### src/rtl/drum_event_spi_tx.sv
// Drum event FIFO drained one byte per SPI mode-0 transaction (FPGA responds, transmit only).
// Build option: define DRUM_TX_PARITY_EN to place even parity over bits 7,6,3:0 in bit5.
module drum_event_spi_tx #(
    parameter int DEPTH       = 8,
    parameter int SYNC_STAGES = 2
) (
    input  logic                     clk,
    input  logic                     rst_n,
    input  logic                     drum_trigger_valid,
    input  logic [3:0]               drum_code,
    input  logic                     sclk,
    input  logic                     cs_n,
    output logic                     sdo,
    output logic                     data_ready,
    output logic [$clog2(DEPTH):0]   fifo_count,
    output logic                     overflow
);
    localparam int PW = $clog2(DEPTH);
    localparam int CW = PW + 1;

    typedef enum logic [1:0] {IDLE = 2'd0, LOAD = 2'd1, SHIFT = 2'd2, DONE = 2'd3} state_t;

`ifdef DRUM_TX_PARITY_EN
    function automatic logic calc_parity(input logic [7:0] b);
        return ^{b[7], b[6], b[3:0]};
    endfunction
`endif

    state_t                 state_r, state_n_s;
    logic [SYNC_STAGES-1:0] sclk_sync_r, cs_sync_r;
    logic                   sclk_prev_r, cs_prev_r;
    logic                   sclk_s, cs_s;
    logic                   sclk_rise_s, sclk_fall_s, cs_rise_s, cs_fall_s;
    logic [3:0]             mem_r [DEPTH];
    logic [PW-1:0]          wr_ptr_r, rd_ptr_r;
    logic [CW-1:0]          count_r, fifo_count_r;
    logic                   ovf_r, data_ready_r, sdo_r;
    logic [7:0]             shift_r, byte_s;
    logic [2:0]             bit_cnt_r;
    logic                   snap_valid_r, snap_ovf_r;
    logic                   head_valid_s, par_s, push_ok_s;
    logic                   load_s, shift_s, last_rise_s, pop_s, ovf_clr_s;

    assign sclk_s      = sclk_sync_r[SYNC_STAGES-1];
    assign cs_s        = cs_sync_r[SYNC_STAGES-1];
    assign sclk_rise_s = sclk_s & ~sclk_prev_r;
    assign sclk_fall_s = ~sclk_s & sclk_prev_r;
    assign cs_rise_s   = cs_s & ~cs_prev_r;
    assign cs_fall_s   = ~cs_s & cs_prev_r;

    assign head_valid_s = (count_r != {CW{1'b0}});
    assign push_ok_s    = drum_trigger_valid & ((count_r != CW'(DEPTH)) | pop_s);

    // Outgoing byte assembled from the current head and overflow flag
    always_comb begin
        byte_s = {head_valid_s, ovf_r, 1'b0, 1'b0, (head_valid_s ? mem_r[rd_ptr_r] : 4'h0)};
`ifdef DRUM_TX_PARITY_EN
        par_s = calc_parity(byte_s);
`else
        par_s = 1'b0;
`endif
        byte_s[5] = par_s;
    end

    // Synchronizers for the asynchronous SPI inputs plus edge-detect history
    always_ff @(posedge clk or negedge rst_n) begin
        if (!rst_n) begin
            sclk_sync_r <= {SYNC_STAGES{1'b0}};
            cs_sync_r   <= {SYNC_STAGES{1'b1}};
            sclk_prev_r <= 1'b0;
            cs_prev_r   <= 1'b1;
        end else begin
            sclk_sync_r[0] <= sclk;
            cs_sync_r[0]   <= cs_n;
            for (int i = 1; i < SYNC_STAGES; i++) begin
                sclk_sync_r[i] <= sclk_sync_r[i-1];
                cs_sync_r[i]   <= cs_sync_r[i-1];
            end
            sclk_prev_r <= sclk_s;
            cs_prev_r   <= cs_s;
        end
    end

    // FSM state register
    always_ff @(posedge clk or negedge rst_n) begin
        if (!rst_n) begin
            state_r <= IDLE;
        end else begin
            state_r <= state_n_s;
        end
    end

    // FSM next-state logic; a cs_n rise before the 8th bit aborts without side effects
    always_comb begin
        state_n_s = state_r;
        case (state_r)
            IDLE: begin
                if (cs_fall_s) state_n_s = LOAD;
                else           state_n_s = IDLE;
            end
            LOAD: begin
                if (cs_rise_s) state_n_s = IDLE;
                else           state_n_s = SHIFT;
            end
            SHIFT: begin
                if (cs_rise_s)                                 state_n_s = IDLE;
                else if (sclk_rise_s && (bit_cnt_r == 3'd7))   state_n_s = DONE;
                else                                           state_n_s = SHIFT;
            end
            DONE: begin
                if (cs_s) state_n_s = IDLE;
                else      state_n_s = DONE;
            end
            default: state_n_s = IDLE;
        endcase
    end

    // FSM outputs; pop and overflow clear fire on entry to DONE
    always_comb begin
        load_s      = (state_r == LOAD) && !cs_rise_s;
        shift_s     = (state_r == SHIFT) && !cs_rise_s && sclk_fall_s;
        last_rise_s = (state_r == SHIFT) && !cs_rise_s && sclk_rise_s && (bit_cnt_r == 3'd7);
        pop_s       = last_rise_s && snap_valid_r;
        ovf_clr_s   = last_rise_s && snap_ovf_r;
    end

    // Shift register, bit counter, snapshot and sdo driver
    always_ff @(posedge clk or negedge rst_n) begin
        if (!rst_n) begin
            sdo_r        <= 1'b0;
            shift_r      <= 8'h00;
            bit_cnt_r    <= 3'd0;
            snap_valid_r <= 1'b0;
            snap_ovf_r   <= 1'b0;
        end else begin
            if (state_n_s == IDLE) sdo_r <= 1'b0;
            else if (load_s)       sdo_r <= byte_s[7];
            else if (shift_s)      sdo_r <= shift_r[6];
            else                   sdo_r <= sdo_r;
            if (load_s) begin
                shift_r      <= byte_s;
                bit_cnt_r    <= 3'd0;
                snap_valid_r <= head_valid_s;
                snap_ovf_r   <= ovf_r;
            end else begin
                if (shift_s) shift_r <= {shift_r[6:0], 1'b0};
                if ((state_r == SHIFT) && sclk_rise_s) bit_cnt_r <= bit_cnt_r + 3'd1;
            end
        end
    end

    // FIFO storage, pointers, occupancy and sticky overflow (set beats clear)
    always_ff @(posedge clk or negedge rst_n) begin
        if (!rst_n) begin
            for (int i = 0; i < DEPTH; i++) mem_r[i] <= 4'h0;
            wr_ptr_r <= {PW{1'b0}};
            rd_ptr_r <= {PW{1'b0}};
            count_r  <= {CW{1'b0}};
            ovf_r    <= 1'b0;
        end else begin
            if (push_ok_s) begin
                mem_r[wr_ptr_r] <= drum_code;
                wr_ptr_r        <= wr_ptr_r + PW'(1);
            end
            if (pop_s) rd_ptr_r <= rd_ptr_r + PW'(1);
            case ({push_ok_s, pop_s})
                2'b10:   count_r <= count_r + CW'(1);
                2'b01:   count_r <= count_r - CW'(1);
                default: count_r <= count_r;
            endcase
            if (drum_trigger_valid && !push_ok_s) ovf_r <= 1'b1;
            else if (ovf_clr_s)                   ovf_r <= 1'b0;
            else                                  ovf_r <= ovf_r;
        end
    end

    // Registered status outputs, one cycle behind the FIFO state
    always_ff @(posedge clk or negedge rst_n) begin
        if (!rst_n) begin
            fifo_count_r <= {CW{1'b0}};
            data_ready_r <= 1'b0;
        end else begin
            fifo_count_r <= count_r;
            data_ready_r <= head_valid_s;
        end
    end

    assign sdo        = sdo_r;
    assign data_ready = data_ready_r;
    assign fifo_count = fifo_count_r;
    assign overflow   = ovf_r;
endmodule

### config.mk
export PLATFORM = sky130hd
export DESIGN_NAME = drum_event_spi_tx
export DESIGN_NICKNAME = d
export VERILOG_FILES = /design/src/rtl/drum_event_spi_tx.sv
export SDC_FILE = /design/constraint.sdc
export NUM_CORES = 1
export LEC_CHECK = 0
export CAP_MARGIN = 20
export CORE_MARGIN = 1
export CORE_UTILIZATION = 40
export CTS_BUF_LIST = sky130_fd_sc_hd__clkbuf_8
export CTS_CLUSTER_SIZE = 25
export DETAILED_ROUTE_END_ITERATION = 12
export DONT_BUFFER_PORTS = 1
export GPL_TIMING_DRIVEN = 0
export PLACE_DENSITY = 0.63
export SLEW_MARGIN = 10
export SYNTH_ARGS = -nofsm -noshare
export SYNTH_HDL_FRONTEND = slang
export SYNTH_SLANG_ARGS = --single-unit
### constraint.sdc
create_clock -name clk -period 2.3 [get_ports clk]
set_input_delay 0.69 -clock clk [delete_from_list [all_inputs] [get_ports clk]]
set_output_delay 0.69 -clock clk [all_outputs]
set_load 0.01 [all_outputs]
# Yosys cells after proc, flatten, opt, wreduce, memory -nomap -nowiden
# Cells that the tools add are included.
# W data, S select, Z words.
# op_classes
mux,23
eq_ne,7
magnitude_cmp,3
bitwise_logic,12
reduce_logical,21
add_sub_neg,5
# op_table
cell,n
$bwmux W32,1
$mux W4,4
$mux W7,2
$bmux W4 S3,1
$demux W4 S3,1
$logic_and A1 B1 Y1,11
$add A3 B1 Y3 const B,3
$ge A4 B4 Y1 const B,2
$not A3 Y4,2
$pmux W2 S4,1
$pmux W4 S2,1
$reduce_bool A2 Y1,4
$mux W1,7
$eq A2 B2 Y1 const B,3
$mux W2,3
$mux W3,2
$and A1 B1 Y1,5
$add A4 B1 Y4 const B,1
$eq A2 B1 Y1 const B,2
$logic_not A2 Y1,2
$lt A4 B1 Y1 const B,1
$ne A4 B4 Y1 const B,1
$not A1 Y1,4
$reduce_bool A4 Y1,1
other kinds (5),6
# word_totals
elab_cells,95
regBits,69
inputBits,9

# Longest topological paths before layout
# Gate-level depths: netlist (run 1).
# logic_depth
ltp_word,12
mapped_depth,12
mapped_depth_nobuf,12

# Worst setup path before layout (run 1)
# Ideal clock, no wire load.
# synth_timing
path_type,flip-flop to flip-flop
startpoint,reg state_r[0]
endpoint,reg count_r[2]
t_required_ns,2.173
setup_ns,0.127
path_stages_with_launch,12
n_path_buf,1
period_less_slack_ns,2.513
arrival_time_ns,2.386
path_slack_ns,-0.213
path_cell_list,dfrtp_1 > nand4bb_1 > buf_2 > o31ai_1 > nand2_1 > ha_1 > xor2_1 > ha_1 > a21oi_1 > xor2_1 > nor2_1 > xor2_1
# synth_between
elab_chain_cells,9
elab_cells_between_ends,11
# synth_lines
element,line_no,text
start: declaration,29,"state_t state_r, state_n_s;"
start signal: assignment,89,state_r <= state_n_s;
$eq A2 B2 Y1 (*),122,last_rise_s = (state_r == SHIFT) && !cs_rise_s && sclk_rise_s && (bit_cnt_r == 3'd7);
$logic_and A1 B1 Y1 (*) (3 in a row),122,
$logic_and A1 B1 Y1 (*),123,pop_s = last_rise_s && snap_valid_r;
$or A1 B1 Y1,52,assign push_ok_s = drum_trigger_valid & ((count_r != CW'(DEPTH)) | pop_s);
$and A1 B1 Y1,52,
$eq A2 B1 Y1 / $eq A2 B2 Y1 (equally long branches),166,"case ({push_ok_s, pop_s})"
$pmux W4 S2 / $reduce_bool A2 Y1 (equally long branches),-,
end signal: assignment,167,2'b10: count_r <= count_r + CW'(1);
end signal: assignment,168,2'b01: count_r <= count_r - CW'(1);
end signal: assignment,169,default: count_r <= count_r;
end: declaration,36,"logic [CW-1:0] count_r, fifo_count_r;"
# Every way passes the cells marked *; elsewhere a longest branch is shown, timed or not.
# A chain may end at the register's enable or synchronous reset.

# Worst setup path in the final report (run 1)
# Ends and elaborated chain as after synthesis.

==> results of run 1 <==
==> layout make-up <==
| class | instances | area, um2 |
|---|---|---|
| clock buffers | 10 | 138 |
| fillers | 656 | 3710 |
| inverters | 5 | 18.8 |
| clock inverters | 6 | 50.0 |
| repair buffers | 15 | 113 |
| plain buffers | 7 | 33.8 |
| well taps | 99 | 124 |
| flip-flops and latches | 69 | 1730 |
| multi-input cells | 147 | 1450 |
==> report_power, final <==
part           internal, mW  switching (mW)  leakage, nW
registers              1.72           0.369        0.835
clock network         0.513           0.417        0.111
logic                 0.694           0.446        0.633
total                  2.93            1.23         1.58
==> synthesized netlist by cell type, drive strengths merged, types with 3 or more instances <==
cell / instances
a21oi: 6
clkbuf: 6
dfrtp: 66
dfstp: 3
ha: 7
inv: 5
mux2: 34
mux2i: 10
mux4: 6
nand2: 15
nand2b: 5
nand3: 3
nor2: 6
nor2b: 3
nor3: 4
nor4b: 4
o21ai: 8
o22ai: 3
xnor2: 5
xor2: 5
==> through the flow <==
step	hold slack (ns)	setup TNS (ns)	area, um2
after CTS	0.0225	-0.0350	3540
after global routing	0.0173	-0.0809	3650
after detailed placement	0.343	-2.95	3240
after global placement	0.347	-2.58	3240
after floorplan	0.331	0	3120
final	0.0453	0	3650
==> registers in the layout, indices dropped and copies added (netlist names), 3 cells and up <==
name        cells
mem_r          32
fifo_count      4
shift_r         7
count_r         4
rd_ptr_r        3
bit_cnt_r       3
wr_ptr_r        3
==> routing by layer <==
metal  global-route usage (%)  vias up  share of wire [%]
met5                        0        -                  0
met4                     5.33        0               0.89
met3                     4.74        8                3.6
met2                     23.7       26                 47
met1                     20.2      949                 49
li1                         -      889                  -
==> worst reg2reg max path: cells and delay by family, from the launching register on <==
family	cells	cell delay, ns
flops	1	0.42
buf+inv	1	0.15
compound gates	2	0.39
xor+xnor	3	0.44
fa+ha+maj	2	0.37
simple gates	3	0.39
==> cell families after synthesis <==
| family | synth area share, % |
|---|---|
| DFF | 56.1 |
| xor gates and xnor gates | 2.84 |
| muxes | 20.5 |
| adders and majority gates | 3.16 |
| buffers and inverters | 1.66 |
| AOI/OAI and AO/OA | 5.76 |
| and+or+nand+nor | 9.98 |
==> how the worst max path moves through the flow <==
stage                  from          to  slack, ns  cells past startpoint
2_1_floorplan    state_r[0]  count_r[2]      0.001                     11
3_3_place_gp     state_r[0]    mem_r[5]      -0.26                      5
3_5_place_dp   bit_cnt_r[0]    mem_r[2]      -0.26                      6
4_1_cts        bit_cnt_r[0]  count_r[2]      -0.03                     12
5_1_grt          count_r[1]  count_r[2]      -0.06                     11
6_report         state_r[0]  count_r[2]       0.03                     11
==> timing repair <==
item / in CTS / in global routing
resized for setup: 18 / 7
setup endpoints to repair: 23 / 13
pin swaps: 3 / 8
cloned: 0 / 0
buffers inserted: 3 / 12
==> impl_metrics.yaml, run 1 <==
outcome:
  status: "finished, final reports clean"
setup_path:
  endpoint_kind: "flip-flop"
  crit_fanout: 5
  critPathRequiredTime_ns: 2.51
  cp_top_family: "XOR/XNOR gates"
  path_buf_inv: 1
  rr_endpoint: "count_r[2]"
  startpoint_type: "flip-flop"
  path_cells: "nand4bb_1 > buf_6 > o31ai_4 > nand2_2 > ha_4 > xor2_1 > ha_2 > a21oi_2 > xor2_1 > nor2_1 > xor2_1"
  critPathArrivalTime_ns: 2.49
  cp_common_cell: "xor2_1"
  max_stage_delay_ns: 0.42
  cp_slowest_cell: "dfrtp_2"
  reg2reg_from: "state_r[0]"
  path_class: "reg2reg"
  rr_worst_depth: 11
  ff2ff_setup_slack_ns: 0.03
placement:
  dp_cells: 328
  gp_congestion: 0.748
  place_ws_ns: -0.256
  port_buffers: 0
  dp_hpwl_um: 3670
clocking:
  tritoncts: "done"
  clockBufferDepth: 2
  hold_buffers: 0
  clkTransAtPathRegs_ns: 0.07
  numCtsBuffers: 9
  cts.sinks: 69
  cts_root_buf: "clkbuf_8"
  cts_max_level: 3
  clock_latency_ns: 0.34
floorplan:
  core-area_um2: 7370
  die-area_um2: 8070
  die_h_um: 89.8
  rows: 31
  die_w_um: 89.8
  num_io_pins: 16
  start_util_pct: 41.9
synthesis:
  yosysTopAreaCellShare_pct: 53.5
  ys_seq_area_share_pct: 56.1
  ys_ff_latch: 69
  synth.area.top_cells: "dfrtp_1, mux2_2, mux4_2, mux2i_1, ha_1"
  synth_edf_count: 0
  syn_nets: 245
  synth_area_um2: 3090
  synth.avg_cell_area_um2: 13.5
  ys.warnings.count: 0
  async_reset_ff_share_pct: 100
  post-synth-top-area-cell: "dfrtp_1"
  synth_cell_type_count: 42
  synth_top_flop_cell: "dfrtp_1"
  synth_cells: 229
drt:
  drtAntennaViolNets: 0
  num_vias: 1872
  routed_wl_um: 5730
  wl_per_cell_um: 16.0
  vias_per_cell: 5.23
  drc_errors: 0
  dr.first_iter.drc_count: 64
  first_pass_iters: 4
layout:
  drive_gt1_share_pct: 34.4
  fin_cells: 358
  nNetsFinal: 270
  final_common_cell: "dfrtp_1"
  final_cell_mix: "dfrtp_1, mux2_2, buf_4, nand2_1"
  areaGrowthSynthToFinish_pct: 18.5
  diodes: 0
  utilization_pct: 49.6
timing:
  layout_setup_ws_ns: 0.0275
  hold_viol_final: 0
  maxSlewHeadroom_pct: 50.3
  fmax_mhz: 440
  setup_viol: 0
  worst_slew_pin_slew_ns: 0.735
  period_share_pct: 98.8
  maxSlewViolCount: 0
  rsz0062_at_grt: "true"
  fin_skew_ns: 0.00745
  fin_crit_ns: 2.27
global_route:
  grt_pass1_wl_um: 9480
  overflow: 0
  antenna_found_initial: 0
  grt_pass1_vias: 1880
  grt_use_total_pct: 15.3
  grt_max_degree: 70
power_and_ir_drop:
  power_density_nw_per_um2: 1140
  power.leakage_nw: 1.58
  peakVddDrop_v: 0.000646
  power_mw: 4.16
worst_hold_path:
  hold_path_class: "in2async"
run:
  drv_cap: 0
No activity file was read; power rests on OpenSTA's default activity.
==> run 2, diff against run 1 <==
Settings changed: CAP_MARGIN 20 to unset, TNS_END_PERCENT set to 10.
==> impl_metrics.yaml, run 2 (same netlist as run 1, synthesis figures left out) <==
outcome:
  status: "finished with violations"
  violations: "negative setup slack"
clocking:
  tritoncts: "done"
  hold_buffers: 0
  cts_max_level: 3
  numCtsBuffers: 9
  clkTransAtPathRegs_ns: 0.06
  clock_latency_ns: 0.34
  cts_root_buf: "clkbuf_8"
  cts.sinks: 69
  clockBufferDepth: 2
power_and_ir_drop:
  pwr-share-comb_pct: 27.1
  power_density_nw_per_um2: 1160
  net-switching-power_mw: 1.22
  power.leakage_nw: 1.52
  internal_power_mw: 2.91
  power.share.clock_pct: 22.4
  peakVddDrop_v: 0.000638
  seqPwrFrac_pct: 50.4
  sw_frac_of_total_pct: 29.6
timing:
  maxSlewViolCount: 0
  setup_viol: 5
  worst_slew_pin_slew_ns: 0.738
  period_share_pct: 102
  maxSlewHeadroom_pct: 50.1
  hold_viol_final: 0
  layout_setup_ws_ns: -0.0475
  fmax_mhz: 426
  rsz0062_at_grt: "true"
  fin_crit_ns: 2.35
  fin_skew_ns: 0.00572
floorplan:
  num_io_pins: 16
  start_util_pct: 41.9
  core-area_um2: 7370
  die_w_um: 89.8
  die-area_um2: 8070
  die_h_um: 89.8
  rows: 31
placement:
  place_area_um2: 3240
  port_buffers: 0
  dp_hpwl_um: 3670
  gp_congestion: 0.748
setup_path:
  rr_endpoint: "mem_r[25]"
  max_stage_delay_ns: 0.48
  rr_worst_depth: 6
  crit_fanout: 8
  startpoint_type: "flip-flop"
  critPathArrivalTime_ns: 2.56
  reg2reg_from: "state_r[0]"
  cp_slowest_cell: "or4_1"
  ff2ff_setup_slack_ns: -0.05
  path_class: "reg2reg"
  endpoint_kind: "flip-flop"
  critPathRequiredTime_ns: 2.52
  path_cells: "nand4bb_1 > buf_6 > o31a_2 > or4_1 > buf_2 > mux2_4"
drt:
  routed_wl_um: 5650
  dr.first_iter.drc_count: 79
  route.top_layer_used: "met4"
  first_pass_iters: 4
  wl_per_cell_um: 16.1
  route.met3.wl_um: 206
  vias_per_cell: 5.24
  wl_met1_um: 2780
  drtAntennaViolNets: 0
  num_vias: 1833
  drc_errors: 0
  wl_met2_um: 2600
layout:
  drive_gt1_share_pct: 32.7
  largest-register: "mem_r"
  utilization_pct: 48.6
  reg_top3: "mem_r x32, shift_r x7"
  areaGrowthSynthToFinish_pct: 16.1
  largest_reg_flops: 32
  nNetsFinal: 262
  final_common_cell: "dfrtp_1"
  stdcell_area_um2: 3580
  diodes: 0
  final_cell_mix: "dfrtp_1, mux2_2, nand2_1, mux2i_1, clkbuf_8"
global_route:
  grt_pass1_vias: 1847
  grt_use_total_pct: 15.1
  grt_max_degree: 70
  antenna_found_initial: 0
  overflow: 0
  grt_pass1_wl_um: 9370
run:
  drv_cap: 0
worst_hold_path:
  hold_path_class: "in2async"
==> run 2: changes by cell type in the layout (fill, tap and decap cells not counted), sizes merged <==
cell	change
buf	-8
==> run 2: metal layers <==
metal,up-vias,track usage [%]
met1,929,20.2
met4,0,5.33
met5,-,0
met2,25,23.2
met3,7,4.74
li1,872,-
==> run 2: worst max-delay path, delay by kind of cell (launching register included) <==
| family | cells | cell delay, ns |
|---|---|---|
| muxes | 1 | 0.31 |
| buffers and inverters | 2 | 0.34 |
| and+or+nand+nor | 2 | 0.68 |
| AOI/OAI and AO/OA | 1 | 0.45 |
| DFF | 1 | 0.45 |
==> run 2: cell type report <==
cell class	instances	area, um2
Clock inverter	6	50.0
Tap cell	99	124
Multi-Input combinational cell	147	1440
Sequential cell	69	1730
Buffer	8	38.8
Fill cell	665	3790
Clock buffer	10	138
Inverter	5	18.8
Timing Repair Buffer	6	45.0
==> run 2: worst max path at each step <==
stage,start,endpoint,cells after the start
finish,state_r[0],mem_r[25],6
floorplan,state_r[0],count_r[2],11
detailed placement,bit_cnt_r[0],mem_r[2],6
global placement,state_r[0],mem_r[5],5
global route,bit_cnt_r[0],count_r[2],12
CTS,state_r[0],count_r[2],11
==> run 2: through the flow <==
step,setup slack (ns),instances,hold slack [ns],TNS [ns],power (mW)
after floorplan,0.00101,229,0.331,0,2.87
after global placement,-0.261,328,0.347,-2.58,3.07
after detailed placement,-0.256,328,0.343,-2.95,3.12
after CTS,-0.158,344,0.0225,-0.312,4.11
after global routing,-0.162,350,0.0173,-1.06,4.40
final,-0.0475,350,0.0487,-0.195,4.14
==> run 2: what timing repair did <==
item	4_1_cts	5_1_grt
pin swaps	1	7
setup buffers	0	6
gates resized for setup	10	12
endpoints found under the setup margin	23	23
==> run 2: power by group through the flow <==
stage | registers [mW] | clock network, mW | logic [mW]
finish | 2.09 | 0.929 | 1.12
global route | 2.16 | 1.01 | 1.23
CTS | 2.08 | 0.965 | 1.07
detailed placement | 2.09 | 0 | 1.04
global placement | 2.06 | 0 | 1.00
floorplan | 1.99 | 0 | 0.886
==> run 3, diff against run 2 <==
Settings changed: DONT_BUFFER_PORTS 1 to unset, PLACE_DENSITY 0.63 to 0.66.
==> impl_metrics.yaml, run 3 (same netlist as run 1, synthesis figures left out) <==
timing:
  fin_skew_ns: 0.00710
  fin_crit_ns: 2.39
  worst_slew_pin_slew_ns: 0.724
  fmax_mhz: 419
  maxSlewHeadroom_pct: 51.4
  layout_setup_ws_ns: -0.0855
  hold_viol_final: 0
  period_share_pct: 104
  fin_setup_tns_ns: -0.800
  rsz0062_at_grt: "true"
  setup_viol: 12
  maxSlewViolCount: 0
power_and_ir_drop:
  sw_frac_of_total_pct: 28.8
  internal_power_mw: 3.06
  power.leakage_nw: 1.58
  power_density_nw_per_um2: 1160
  peakVddDrop_v: 0.000574
  power_mw: 4.30
  pwr-share-comb_pct: 29.1
  seqPwrFrac_pct: 47.4
  net-switching-power_mw: 1.24
  power.share.clock_pct: 23.5
layout:
  multi_input_area_um2: 1400
  diodes: 0
  reg_top3: "mem_r x32, shift_r x7"
  fin_cells: 363
  final_cell_mix: "dfrtp_1, mux2_2, clkdlybuf4s50_1, nand2_1, clkbuf_8"
  largest-register: "mem_r"
  nNetsFinal: 275
  final_common_cell: "dfrtp_1"
  areaGrowthSynthToFinish_pct: 20.4
  fillers: 630
  regArea_um2: 1730
  largest_reg_flops: 32
  drive_gt1_share_pct: 29.5
  utilization_pct: 50.4
global_route:
  antenna_found_initial: 0
  overflow: 0
  grt_pass1_wl_um: 9600
  grt_max_degree: 54
  grt_pass1_vias: 1892
  grt_use_total_pct: 15.7
setup_path:
  max_stage_delay_ns: 0.66
  critPathRequiredTime_ns: 2.53
  path_class: "reg2reg"
  startpoint_type: "flip-flop"
  cp_slowest_cell: "nor4b_2"
  crit_fanout: 7
  endpoint_kind: "flip-flop"
  critPathArrivalTime_ns: 2.61
  path_cells: "ha_2 > ha_4 > nand2_4 > o31a_1 > nor4b_2 > mux2_2"
clocking:
  clockBufferDepth: 2
  clock_latency_ns: 0.35
  numCtsBuffers: 9
  hold_buffers: 0
  tritoncts: "done"
  clkTransAtPathRegs_ns: 0.07
  cts.sinks: 69
  cts_max_level: 3
  cts_root_buf: "clkbuf_8"
drt:
  first_pass_iters: 4
  drc_errors: 0
  routed_wl_um: 5510
  vias_per_cell: 5.18
  wl_per_cell_um: 15.2
  drtAntennaViolNets: 0
  num_vias: 1880
  dr.first_iter.drc_count: 76
placement:
  port_buffers: 15
  dp_cells: 344
  place_ws_ns: -0.330
  gp_congestion: 0.753
  dp_hpwl_um: 3720
floorplan:
  die_h_um: 89.8
  rows: 31
  num_io_pins: 16
  die-area_um2: 8070
  core-area_um2: 7370
  die_w_um: 89.8
  start_util_pct: 41.9
outcome:
  violations: "negative setup slack"
  status: "finished with violations"
worst_hold_path:
  hold_path_class: "in2async"
run:
  drv_cap: 0
run 3: layer usage:
layer	global-route usage, %	vias to the layer above	routed length [um]
met4	5.87	0	57
met5	0	-	0
met3	6.26	7	252
met2	22.6	28	2450
li1	-	897	-
met1	21.2	948	2750
run 3: power groups by stage:
stage | combinational, mW | sequential (mW) | clock [mW]
CTS | 1.23 | 2.03 | 1.05
global placement | 1.17 | 2.02 | 0
finish | 1.25 | 2.04 | 1.01
floorplan | 0.886 | 1.99 | 0
global route | 1.39 | 2.12 | 1.10
detailed placement | 1.21 | 2.04 | 0
run 3: stage by stage:
step                hold slack (ns)  area, um2
floorplan                     0.331       3120
global placement              0.343       3390
detailed placement            0.343       3410
CTS                           0.196       3660
global route                  0.198       3710
finish                        0.211       3710
run 3: final timing paths:
check / start / endpoint / slack, ns / cells past startpoint
max in group asynchronous: rst_n / cs_prev_r / 1.53 / 2
setup / recovery: bit_cnt_r[0] / mem_r[18] / -0.09 / 6
setup reg to reg: bit_cnt_r[0] / mem_r[18] / -0.09 / 6
hold / removal: rst_n / fifo_count[1] / 0.21 / 1
min in group clk: sclk_sync_r[0] / sclk_sync_r[1] / 0.36 / 0
hold reg to reg: sclk_sync_r[0] / sclk_sync_r[1] / 0.36 / 0
run 3: what timing repair did:
action	in CTS	in global routing
setup endpoints to repair	24	27
hold endpoints to repair	0	0
gates resized for setup	7	6
setup buffers	1	2
pin swaps	2	3
run 3: worst max-delay path, delay by kind of cell (launching register included):
kind / cells / cell delay, ns
adders and majority gates: 2 / 0.34
DFF: 1 / 0.37
muxes: 1 / 0.41
and+or+nand+nor: 2 / 0.73
AOI/OAI and AO/OA: 1 / 0.42
run 3: area by class of cell:
cell class	instances	area share (%)
clock inverter	4	1.25
inverter	5	0.505
clock buffer	12	4.45
tap	99	3.33
buffer	8	0.943
sequential	69	46.6
timing repair buffer	19	5.32
multi-input combinational	147	37.6
